File: config.mk
export PLATFORM = sky130hd
export DESIGN_NAME = key_event_arbiter
export DESIGN_NICKNAME = d
export VERILOG_FILES = /design/src/rtl/key_pkg.sv /design/src/rtl/key_press_fsm.sv /design/src/rtl/key_event_arbiter.sv
export SDC_FILE = /design/constraint.sdc
export NUM_CORES = 1
export LEC_CHECK = 0
export BUFFER_PORTS_ARGS = -buffer_cell sky130_fd_sc_hd__clkbuf_2
export CAP_MARGIN = 20
export CORE_UTILIZATION = 45
export DETAILED_ROUTE_END_ITERATION = 8
export GPL_ROUTABILITY_DRIVEN = 0
export PLACE_DENSITY_LB_ADDON = 0.3
export RECOVER_POWER = 50
export REMOVE_ABC_BUFFERS = 1
export SKIP_CTS_REPAIR_TIMING = 1
export SLEW_MARGIN = 30
export SYNTH_ARGS = -nofsm -noshare
export SYNTH_HDL_FRONTEND = slang
export SYNTH_HIERARCHICAL = 1
export SYNTH_SLANG_ARGS = --single-unit
File: constraint.sdc
create_clock -name clk_i -period 0.8 [get_ports clk_i]
set_input_delay 0.12 -clock clk_i [delete_from_list [all_inputs] [get_ports clk_i]]
set_output_delay 0.12 -clock clk_i [all_outputs]
set_load 0.02 [all_outputs]
File: src/rtl/key_pkg.sv
// Shared types for the key event arbiter: event type codes and per-key FSM states.
// Optional auto-repeat is selected with KEY_REPEAT_EN (see key_press_fsm).
package key_pkg;

    typedef logic [1:0] evt_type_t;

    localparam evt_type_t EVT_SHORT  = 2'd0;
    localparam evt_type_t EVT_LONG   = 2'd1;
    localparam evt_type_t EVT_REPEAT = 2'd2;

    typedef enum logic [1:0] {
        S_IDLE = 2'd0,
        S_HELD = 2'd1,
        S_LONG = 2'd2
    } key_fsm_e;

endpackage

File: src/rtl/key_press_fsm.sv
// Per-key press classifier (SHORT/LONG, REPEAT when KEY_REPEAT_EN is defined)
// with a 1-deep pending event register feeding the arbiter.
//
// state  | meaning
// S_IDLE | key released, waiting for a press flag
// S_HELD | key pressed, counting ticks toward LONG
// S_LONG | LONG emitted, waiting for release (repeat ticks if enabled)
module key_press_fsm
    import key_pkg::*;
#(
    parameter int LONG_MS   = 1000,
    parameter int REPEAT_MS = 200
) (
    input  logic      clk_i,
    input  logic      rst_i,
    input  logic      tick_i,
    input  logic      key_flag_i,
    input  logic      key_state_i,
    input  logic      grant_i,
    output logic      pend_o,
    output evt_type_t pend_type_o,
    output logic      ovf_set_o
);

    localparam int CNT_MAX = (LONG_MS > REPEAT_MS) ? LONG_MS : REPEAT_MS;
    localparam int CNT_W   = $clog2(CNT_MAX + 1);

    key_fsm_e         state_q, state_d;
    logic [CNT_W-1:0] cnt_q, cnt_d;
    logic             pend_q, pend_d;
    evt_type_t        ptype_q, ptype_d;
    logic             evt_det;
    evt_type_t        evt_typ;
    logic             press, release_flag;

    assign press        = key_flag_i & ~key_state_i;
    assign release_flag = key_flag_i &  key_state_i;

    always_ff @(posedge clk_i or posedge rst_i) begin
        if (rst_i) begin
            state_q <= S_IDLE;
            cnt_q   <= '0;
            pend_q  <= 1'b0;
            ptype_q <= EVT_SHORT;
        end else begin
            state_q <= state_d;
            cnt_q   <= cnt_d;
            pend_q  <= pend_d;
            ptype_q <= ptype_d;
        end
    end

    always_comb begin
        state_d = state_q;
        cnt_d   = cnt_q;
        evt_det = 1'b0;
        evt_typ = EVT_SHORT;
        case (state_q)
            S_IDLE: begin
                if (press) begin
                    state_d = S_HELD;
                    cnt_d   = '0;
                end
            end
            S_HELD: begin
                if (press) begin
                    cnt_d = '0;
                end else if (release_flag) begin
                    evt_det = 1'b1;
                    evt_typ = EVT_SHORT;
                    state_d = S_IDLE;
                end else if (tick_i) begin
                    if (cnt_q == CNT_W'(LONG_MS - 1)) begin
                        evt_det = 1'b1;
                        evt_typ = EVT_LONG;
                        cnt_d   = '0;
                        state_d = S_LONG;
                    end else begin
                        cnt_d = cnt_q + 1'b1;
                    end
                end
            end
            S_LONG: begin
                if (press) begin
                    state_d = S_HELD;
                    cnt_d   = '0;
                end else if (release_flag) begin
                    state_d = S_IDLE;
                end else if (tick_i) begin
`ifdef KEY_REPEAT_EN
                    if (cnt_q == CNT_W'(REPEAT_MS - 1)) begin
                        evt_det = 1'b1;
                        evt_typ = EVT_REPEAT;
                        cnt_d   = '0;
                    end else begin
                        cnt_d = cnt_q + 1'b1;
                    end
`else
                    if (cnt_q != CNT_W'(CNT_MAX)) begin
                        cnt_d = cnt_q + 1'b1;
                    end
`endif
                end
            end
            default: state_d = S_IDLE;
        endcase
    end

    // An entry leaving for the output register this cycle does not count as overwritten.
    always_comb begin
        pend_d    = pend_q & ~grant_i;
        ptype_d   = ptype_q;
        ovf_set_o = evt_det & pend_q & ~grant_i;
        if (evt_det) begin
            pend_d  = 1'b1;
            ptype_d = evt_typ;
        end
    end

    assign pend_o      = pend_q;
    assign pend_type_o = ptype_q;

endmodule

File: src/rtl/key_event_arbiter.sv
// Key event arbiter top: timebase prescaler, per-key classifiers, round-robin
// arbiter and valid/ready output register. Auto-repeat enabled by KEY_REPEAT_EN.
module key_event_arbiter
    import key_pkg::*;
#(
    parameter int KEY_NUM   = 4,
    parameter int TICK_DIV  = 50_000,
    parameter int LONG_MS   = 1000,
    parameter int REPEAT_MS = 200
) (
    input  logic                       clk_i,
    input  logic                       rst_i,
    input  logic [KEY_NUM-1:0]         key_flag_i,
    input  logic [KEY_NUM-1:0]         key_state_i,
    output logic                       evt_valid_o,
    input  logic                       evt_ready_i,
    output logic [$clog2(KEY_NUM)-1:0] evt_key_o,
    output logic [1:0]                 evt_type_o,
    output logic                       evt_ovf_o,
    input  logic                       ovf_clr_i
);

    localparam int KW = $clog2(KEY_NUM);
    localparam int PW = (TICK_DIV > 1) ? $clog2(TICK_DIV) : 1;

    function automatic logic [KW:0] rr_pick(input logic [KEY_NUM-1:0] req,
                                            input logic [KW-1:0]      ptr);
        logic [KW:0]   res;
        logic [KW-1:0] sel;
        int            idx;
        res = '0;
        // Scan downward so the surviving hit is the closest one at/after ptr.
        for (int i = KEY_NUM - 1; i >= 0; i--) begin
            idx = int'(ptr) + i;
            if (idx >= KEY_NUM) idx = idx - KEY_NUM;
            sel = KW'(idx);
            if (req[sel]) res = {1'b1, sel};
        end
        return res;
    endfunction

    logic [1:0]       rst_sync_q;
    logic             rst_int;
    logic [PW-1:0]    presc_q, presc_d;
    logic             tick;
    logic [KEY_NUM-1:0] pend, ovf_set, grant;
    evt_type_t        ptype [KEY_NUM];
    logic [KW-1:0]    ptr_q, ptr_d;
    logic             valid_q, valid_d;
    logic [KW-1:0]    key_q, key_d;
    evt_type_t        type_q, type_d;
    logic             ovf_q, ovf_d;
    logic             load, found;
    logic [KW-1:0]    gnt_idx;

    always_ff @(posedge clk_i or posedge rst_i) begin
        if (rst_i) rst_sync_q <= 2'b11;
        else       rst_sync_q <= {rst_sync_q[0], 1'b0};
    end
    assign rst_int = rst_sync_q[1];

    assign tick    = (presc_q == PW'(TICK_DIV - 1));
    assign presc_d = tick ? '0 : presc_q + 1'b1;

    for (genvar g = 0; g < KEY_NUM; g++) begin : g_key
        key_press_fsm #(
            .LONG_MS   (LONG_MS),
            .REPEAT_MS (REPEAT_MS)
        ) u_fsm (
            .clk_i       (clk_i),
            .rst_i       (rst_int),
            .tick_i      (tick),
            .key_flag_i  (key_flag_i[g]),
            .key_state_i (key_state_i[g]),
            .grant_i     (grant[g]),
            .pend_o      (pend[g]),
            .pend_type_o (ptype[g]),
            .ovf_set_o   (ovf_set[g])
        );
    end

    assign load             = ~valid_q | evt_ready_i;
    assign {found, gnt_idx} = rr_pick(pend, ptr_q);

    always_comb begin
        grant   = '0;
        valid_d = valid_q;
        key_d   = key_q;
        type_d  = type_q;
        ptr_d   = ptr_q;
        if (load) begin
            valid_d = found;
            if (found) begin
                grant[gnt_idx] = 1'b1;
                key_d          = gnt_idx;
                type_d         = ptype[gnt_idx];
                ptr_d          = (gnt_idx == KW'(KEY_NUM - 1)) ? '0 : gnt_idx + 1'b1;
            end
        end
        ovf_d = ovf_q;
        if (ovf_clr_i)    ovf_d = 1'b0;
        if (|ovf_set)     ovf_d = 1'b1;
    end

    always_ff @(posedge clk_i or posedge rst_int) begin
        if (rst_int) begin
            presc_q <= '0;
            ptr_q   <= '0;
            valid_q <= 1'b0;
            key_q   <= '0;
            type_q  <= EVT_SHORT;
            ovf_q   <= 1'b0;
        end else begin
            presc_q <= presc_d;
            ptr_q   <= ptr_d;
            valid_q <= valid_d;
            key_q   <= key_d;
            type_q  <= type_d;
            ovf_q   <= ovf_d;
        end
    end

    assign evt_valid_o = valid_q;
    assign evt_key_o   = key_q;
    assign evt_type_o  = type_q;
    assign evt_ovf_o   = ovf_q;

endmodule

==> flow_summary.yaml, run 1 <==
status:
  status: "complete, but fails checks"
  violations: "negative hold slack, negative setup slack"
floorplanning:
  die-area_sq_um: 12000
  initial_utilization_pct: 47.2
  io_pins: 18
  coreArea_sq_um: 11100
  die_w_microns: 110
  die_y_microns: 110
  rows: 38
flow_run:
  drv_cap: 0
critical_path:
  reg2reg_from: "presc_q[13]"
  required_ns: 1.07
  criticalPathCategory: "flip-flop to flip-flop"
  reg2regPathDepth: 10
  arrival_ns: 2.64
  r2r_setup_slack_ns: -1.57
  path_cells: "or4_4 -> nor4_4 -> buf_4 -> nand4b_1 -> or3_4 -> o21ai_2 -> nand2_1 -> nor2_1 -> nor4_1 -> o21ai_0"
  start_kind: "flip-flop"
  cp_slowest_stage_delay_ns: 0.54
  end_kind: "flip-flop"
  worstPathMaxFanout: 4
  crit_slowest_cell: "or4_4"
  rr_endpoint: "evt_ovf_o"
drt:
  drt_iter0_drc: 200
  routed_wl_mm: 13.9
  via_count: 5024
  firstDrtPassIters: 4
  drc: 0
  drtAntennaViolNets: 0
  vias_per_cell: 5.47
  wl_per_cell_microns: 15.2
timing:
  min_period_ns: 2.37
  min_period_over_period_pct: 297
  setup_viol: 86
  rsz0062_at_grt: "true"
  hold_ws_ns: -0.0110
  finalClockSkew_ns: 0.00879
  max_freq_ghz: 0.421
  drv_slew: 0
  fin_ws_ns: -1.57
  hold_viol: 1
clocking:
  cts-root-buf: "clkbuf_16"
  clk_pin_slew_ns: 0.07
  clkSinkCount: 82
  cts_buffers: 9
  cts_max_level: 3
  cts_tree: "done"
  cts_buffer_depth: 2
  clock_latency_ns: 0.35
pwr:
  powerDensity_nw_per_um2: 2920
  power.total_mw: 22.9
  peakVddDrop_mv: 1.74
  leakagePower_nw: 3.94
logic_synthesis:
  yosysWarnings: 6
  ys_ff_latch: 82
  synthCells: 559
  yosysSeqAreaShare_pct: 39.3
  async_flop_share_pct: 100
  yosys.cell_types.count: 53
  synth-edff-count: 0
  ys.flop_type: "dfrtp_1"
  syn_area_per_cell_sq_um: 9.35
  syn_area_sq_um: 5230
placement:
  place_hpwl_mm: 9.39
  post_dp_cell_area_sq_um: 6750
  place_inst: 877
  place.port_buffers: 17
  dp_slack_ns: -1.69
global_route:
  grt_pass1_wl_mm: 20.8
  grt_overflow: 0
  grt_max_degree: 17
  grt_use_total_pct: 22.1
  first_global_vias: 4767
  antenna_found_initial: 0
final_layout:
  synthToLayoutAreaGrowth_pct: 49.6
  antenna_cells: 0
  nNetsFinal: 816
  final_cell_mix: "buf_4 (165), dfrtp_1 (76), nand2_1 (48)"
  final_core_util_pct: 70.6
  final-instance-count-excl-fill: 919
  drive_gt1_share_pct: 44.9
  layout_commonest_cell: "buf_4"
  fin_area_sq_um: 7820
worst_hold_path:
  min_to: "evt_ovf_o"
  min_from: "ovf_clr_i"
  hp-class: "input pin to flip-flop"
  worstHoldPathCells: 2
## registers in the layout, indices dropped and copies added (netlist names)
register / flops
evt_key_o: 2
evt_ovf_o: 1
evt_type_o: 2
evt_valid_o: 1
g_key.u_fsm/cnt_q: 40
g_key.u_fsm/pend_o: 4
g_key.u_fsm/pend_type_o: 4
g_key.u_fsm/state_q: 8
presc_q: 16
ptr_q: 2
rst_sync_q: 2
## metal layers
layer  vias up  track usage (%)  share of wire [%]
met5         -                0                  0
met4         0             9.24                1.5
met3        18             2.96                2.8
met2       109             38.5                 54
met1      2468             27.3                 42
li1       2429                -                  -
## logic make-up after synthesis
group	count (synthesis)	synth area share, %
buffers and inverters	58	5.17
AND/OR/NAND/NOR	224	25.1
flip-flops	82	39.3
other	5	0.359
AO/OA/AOI/OAI	136	18.4
XOR/XNOR	12	2.01
multiplexers	12	2.44
adder cells (fa/ha/maj)	30	7.18
## area by class of cell
type,count,area [sq um]
Multi-Input combinational cell,419,3320
Tap cell,140,175
Clock buffer,11,253
Timing Repair Buffer,223,1820
Inverter,39,146
Clock inverter,5,52.6
Sequential cell,82,2060
Fill cell,793,3260
## through the flow
stage	hold slack (ns)	TNS, ns
floorplan	0.0315	-124.25
global placement	0.125	-100.09
detailed placement	0.131	-103.48
CTS	-0.241	-107.51
global route	0.00383	-109.92
finish	-0.0110	-101.44
## worst max-delay path: cells and delay by family, from the launching register on
family | cells | cell delay (ns)
buffers and inverters | 1 | 0.19
AND/OR/NAND/NOR | 7 | 1.54
AO/OA/AOI/OAI | 2 | 0.19
flip-flops | 1 | 0.38
## synth_stat cells, types with 10 or more instances
cell / count / share of area, %
nor3_1: 17 / 1.6
and3_1: 16 / 1.9
nor2b_1: 33 / 4.0
o21ai_0: 26 / 2.5
nor2_1: 40 / 2.9
ha_1: 30 / 7.2
dfrtp_1: 80 / 38
a22o_1: 32 / 5.4
o21ai_1: 24 / 2.3
o21ai_2: 10 / 1.7
inv_1: 39 / 2.8
nand4b_1: 11 / 1.8
nand2_1: 53 / 3.8
## worst max-delay path by stage
| stage | from | slack (ns) | endpoint |
|---|---|---|---|
| after global placement | presc_q[13] | -1.61 | g_key[3].u_fsm/cnt_q[8] |
| after CTS | presc_q[13] | -1.77 | g_key[1].u_fsm/state_q[1] |
| after floorplan | presc_q[13] | -2.10 | g_key[2].u_fsm/cnt_q[9] |
| after global routing | presc_q[13] | -1.68 | g_key[0].u_fsm/state_q[1] |
| final | presc_q[13] | -1.57 | evt_ovf_o |
| after detailed placement | presc_q[13] | -1.69 | g_key[1].u_fsm/state_q[1] |
## report_power, final
group	internal [mW]	leakage [nW]	switching [mW]	total (mW)
sequential	4.86	1.07	0.704	5.56
combinational	6.85	2.72	6.15	13.0
clock	2.57	0.151	1.71	4.28
total	14.3	3.94	8.57	22.9
(Power assumes the default switching activity.)
==> run 2: changes to the inputs <==
Settings changed: CTS_BUF_LIST from default to sky130_fd_sc_hd__clkbuf_8, MAX_ROUTING_LAYER from default to met4.
==> flow_summary.yaml, run 2 (synthesis gave the netlist of run 1 again) <==
status:
  status: "complete, but fails checks"
  violations: "negative setup slack"
flow_run:
  drv_cap: 0
clocking:
  cts_buffers: 9
  clkSinkCount: 82
  cts_tree: "done"
  cts_buffer_depth: 2
  clock_latency_ns: 0.37
  clk_pin_slew_ns: 0.09
  cts-root-buf: "clkbuf_8"
  cts_max_level: 3
critical_path:
  end_kind: "flip-flop"
  crit_family: "simple AND/OR/NAND/NOR gates"
  crit_buf_inv: 3
  path_cells: "or4_4 -> nor4_4 -> buf_4 -> nor2b_4 -> o21ai_2 -> o22ai_1 -> buf_4 -> buf_8 -> o21ai_2 -> a22o_1"
  reg2regPathDepth: 10
  start_kind: "flip-flop"
  arrival_ns: 2.63
  crit_slowest_cell: "or4_4"
  r2r_setup_slack_ns: -1.58
  criticalPathCategory: "flip-flop to flip-flop"
  worstPathMaxFanout: 8
  rr_endpoint: "g_key[0].u_fsm/cnt_q[3]"
  cp_slowest_stage_delay_ns: 0.54
  required_ns: 1.05
  reg2reg_from: "presc_q[7]"
worst_hold_path:
  hp-class: "input pin to flip-flop"
  worstHoldPathCells: 2
  min_to: "g_key[1].u_fsm/pend_type_o[0]"
  min_from: "key_flag_i[1]"
timing:
  rsz0062_at_grt: "true"
  max_freq_ghz: 0.420
  setup_tns_ns: -101.55
  finalClockSkew_ns: 0.0111
  fin_ws_ns: -1.58
  setup_viol: 86
  hold_viol: 0
  hold_ws_ns: 0.0422
  min_period_ns: 2.38
  min_period_over_period_pct: 297
  drv_slew: 0
global_route:
  grt_max_degree: 17
  antenna_found_initial: 0
  grt_overflow: 0
  grt_use_total_pct: 22.6
  first_global_vias: 4727
  grt_pass1_wl_mm: 20.8
pwr:
  powerDensity_nw_per_um2: 2840
  peakVddDrop_mv: 2.08
  leakagePower_nw: 3.85
  power.total_mw: 21.8
drt:
  drc: 0
  wl_per_cell_microns: 15.1
  routed_wl_mm: 13.7
  drt_iter0_drc: 180
  vias_per_cell: 5.36
  drtAntennaViolNets: 0
  via_count: 4882
  firstDrtPassIters: 4
placement:
  place_hpwl_mm: 9.39
  post_dp_cell_area_sq_um: 6750
  place.port_buffers: 17
  dp_slack_ns: -1.69
floorplanning:
  initial_utilization_pct: 47.2
  die_w_microns: 110
  die-area_sq_um: 12000
  io_pins: 18
  die_y_microns: 110
  coreArea_sq_um: 11100
  rows: 38
final_layout:
  drive_gt1_share_pct: 44.7
  layout_commonest_cell: "buf_4"
  antenna_cells: 0
  final_cell_mix: "buf_4 (160), dfrtp_1 (76), nand2_1 (48)"
  largest_reg_flops: 40
  fin_area_sq_um: 7660
  nNetsFinal: 808
  largest-register: "g_key.u_fsm/cnt_q"
  synthToLayoutAreaGrowth_pct: 46.6
  largestRegisters: "g_key.u_fsm/cnt_q x40, presc_q x16, g_key.u_fsm/state_q x8"
-- run 2: cell count changes in the layout (fill, tap and decap cells not counted), sizes merged --
cell         before  now
buf             207  198
dlygate4sd3       1    2
-- run 2: worst max-delay path by stage --
stage,end,start,slack [ns],cells after the start
after global routing,g_key[0].u_fsm/cnt_q[3],presc_q[7],-1.68,10
after detailed placement,g_key[1].u_fsm/state_q[1],presc_q[13],-1.69,8
final,g_key[0].u_fsm/cnt_q[3],presc_q[7],-1.58,10
after floorplan,g_key[2].u_fsm/cnt_q[9],presc_q[13],-2.10,7
after global placement,g_key[3].u_fsm/cnt_q[8],presc_q[13],-1.61,9
after CTS,g_key[1].u_fsm/state_q[1],presc_q[13],-1.74,8
-- run 2: routing by layer --
metal	GRT usage, %	vias up	wire (microns)
li1	-	2398	-
met1	27.3	2431	6030
met2	38.5	40	7320
met3	3.20	13	211
met4	8.38	0	177
met5	-	-	0
-- run 2: area by class of cell --
type / count / area [sq um]
fillers: 816 / 3420
multi-input cells: 419 / 3330
flip-flops and latches: 82 / 2060
repair buffers: 215 / 1740
well taps: 140 / 175
clock buffers: 11 / 151
inverters: 39 / 146
clock inverters: 5 / 52.6
-- run 2: per-stage QoR --
stage	utilization, %	instances
after floorplan	-	540
after CTS	62.8	893
after global routing	69.1	911
final	69.1	911
after detailed placement	60.9	877
after global placement	60.9	877
-- run 2: report_power, final --
| part | total (mW) | switching (mW) | internal (mW) | leakage (nW) |
|---|---|---|---|---|
| registers | 5.56 | 0.708 | 4.85 | 1.07 |
| logic | 13.0 | 6.14 | 6.87 | 2.67 |
| clock network | 3.19 | 1.60 | 1.60 | 0.105 |
| total | 21.8 | 8.44 | 13.3 | 3.85 |
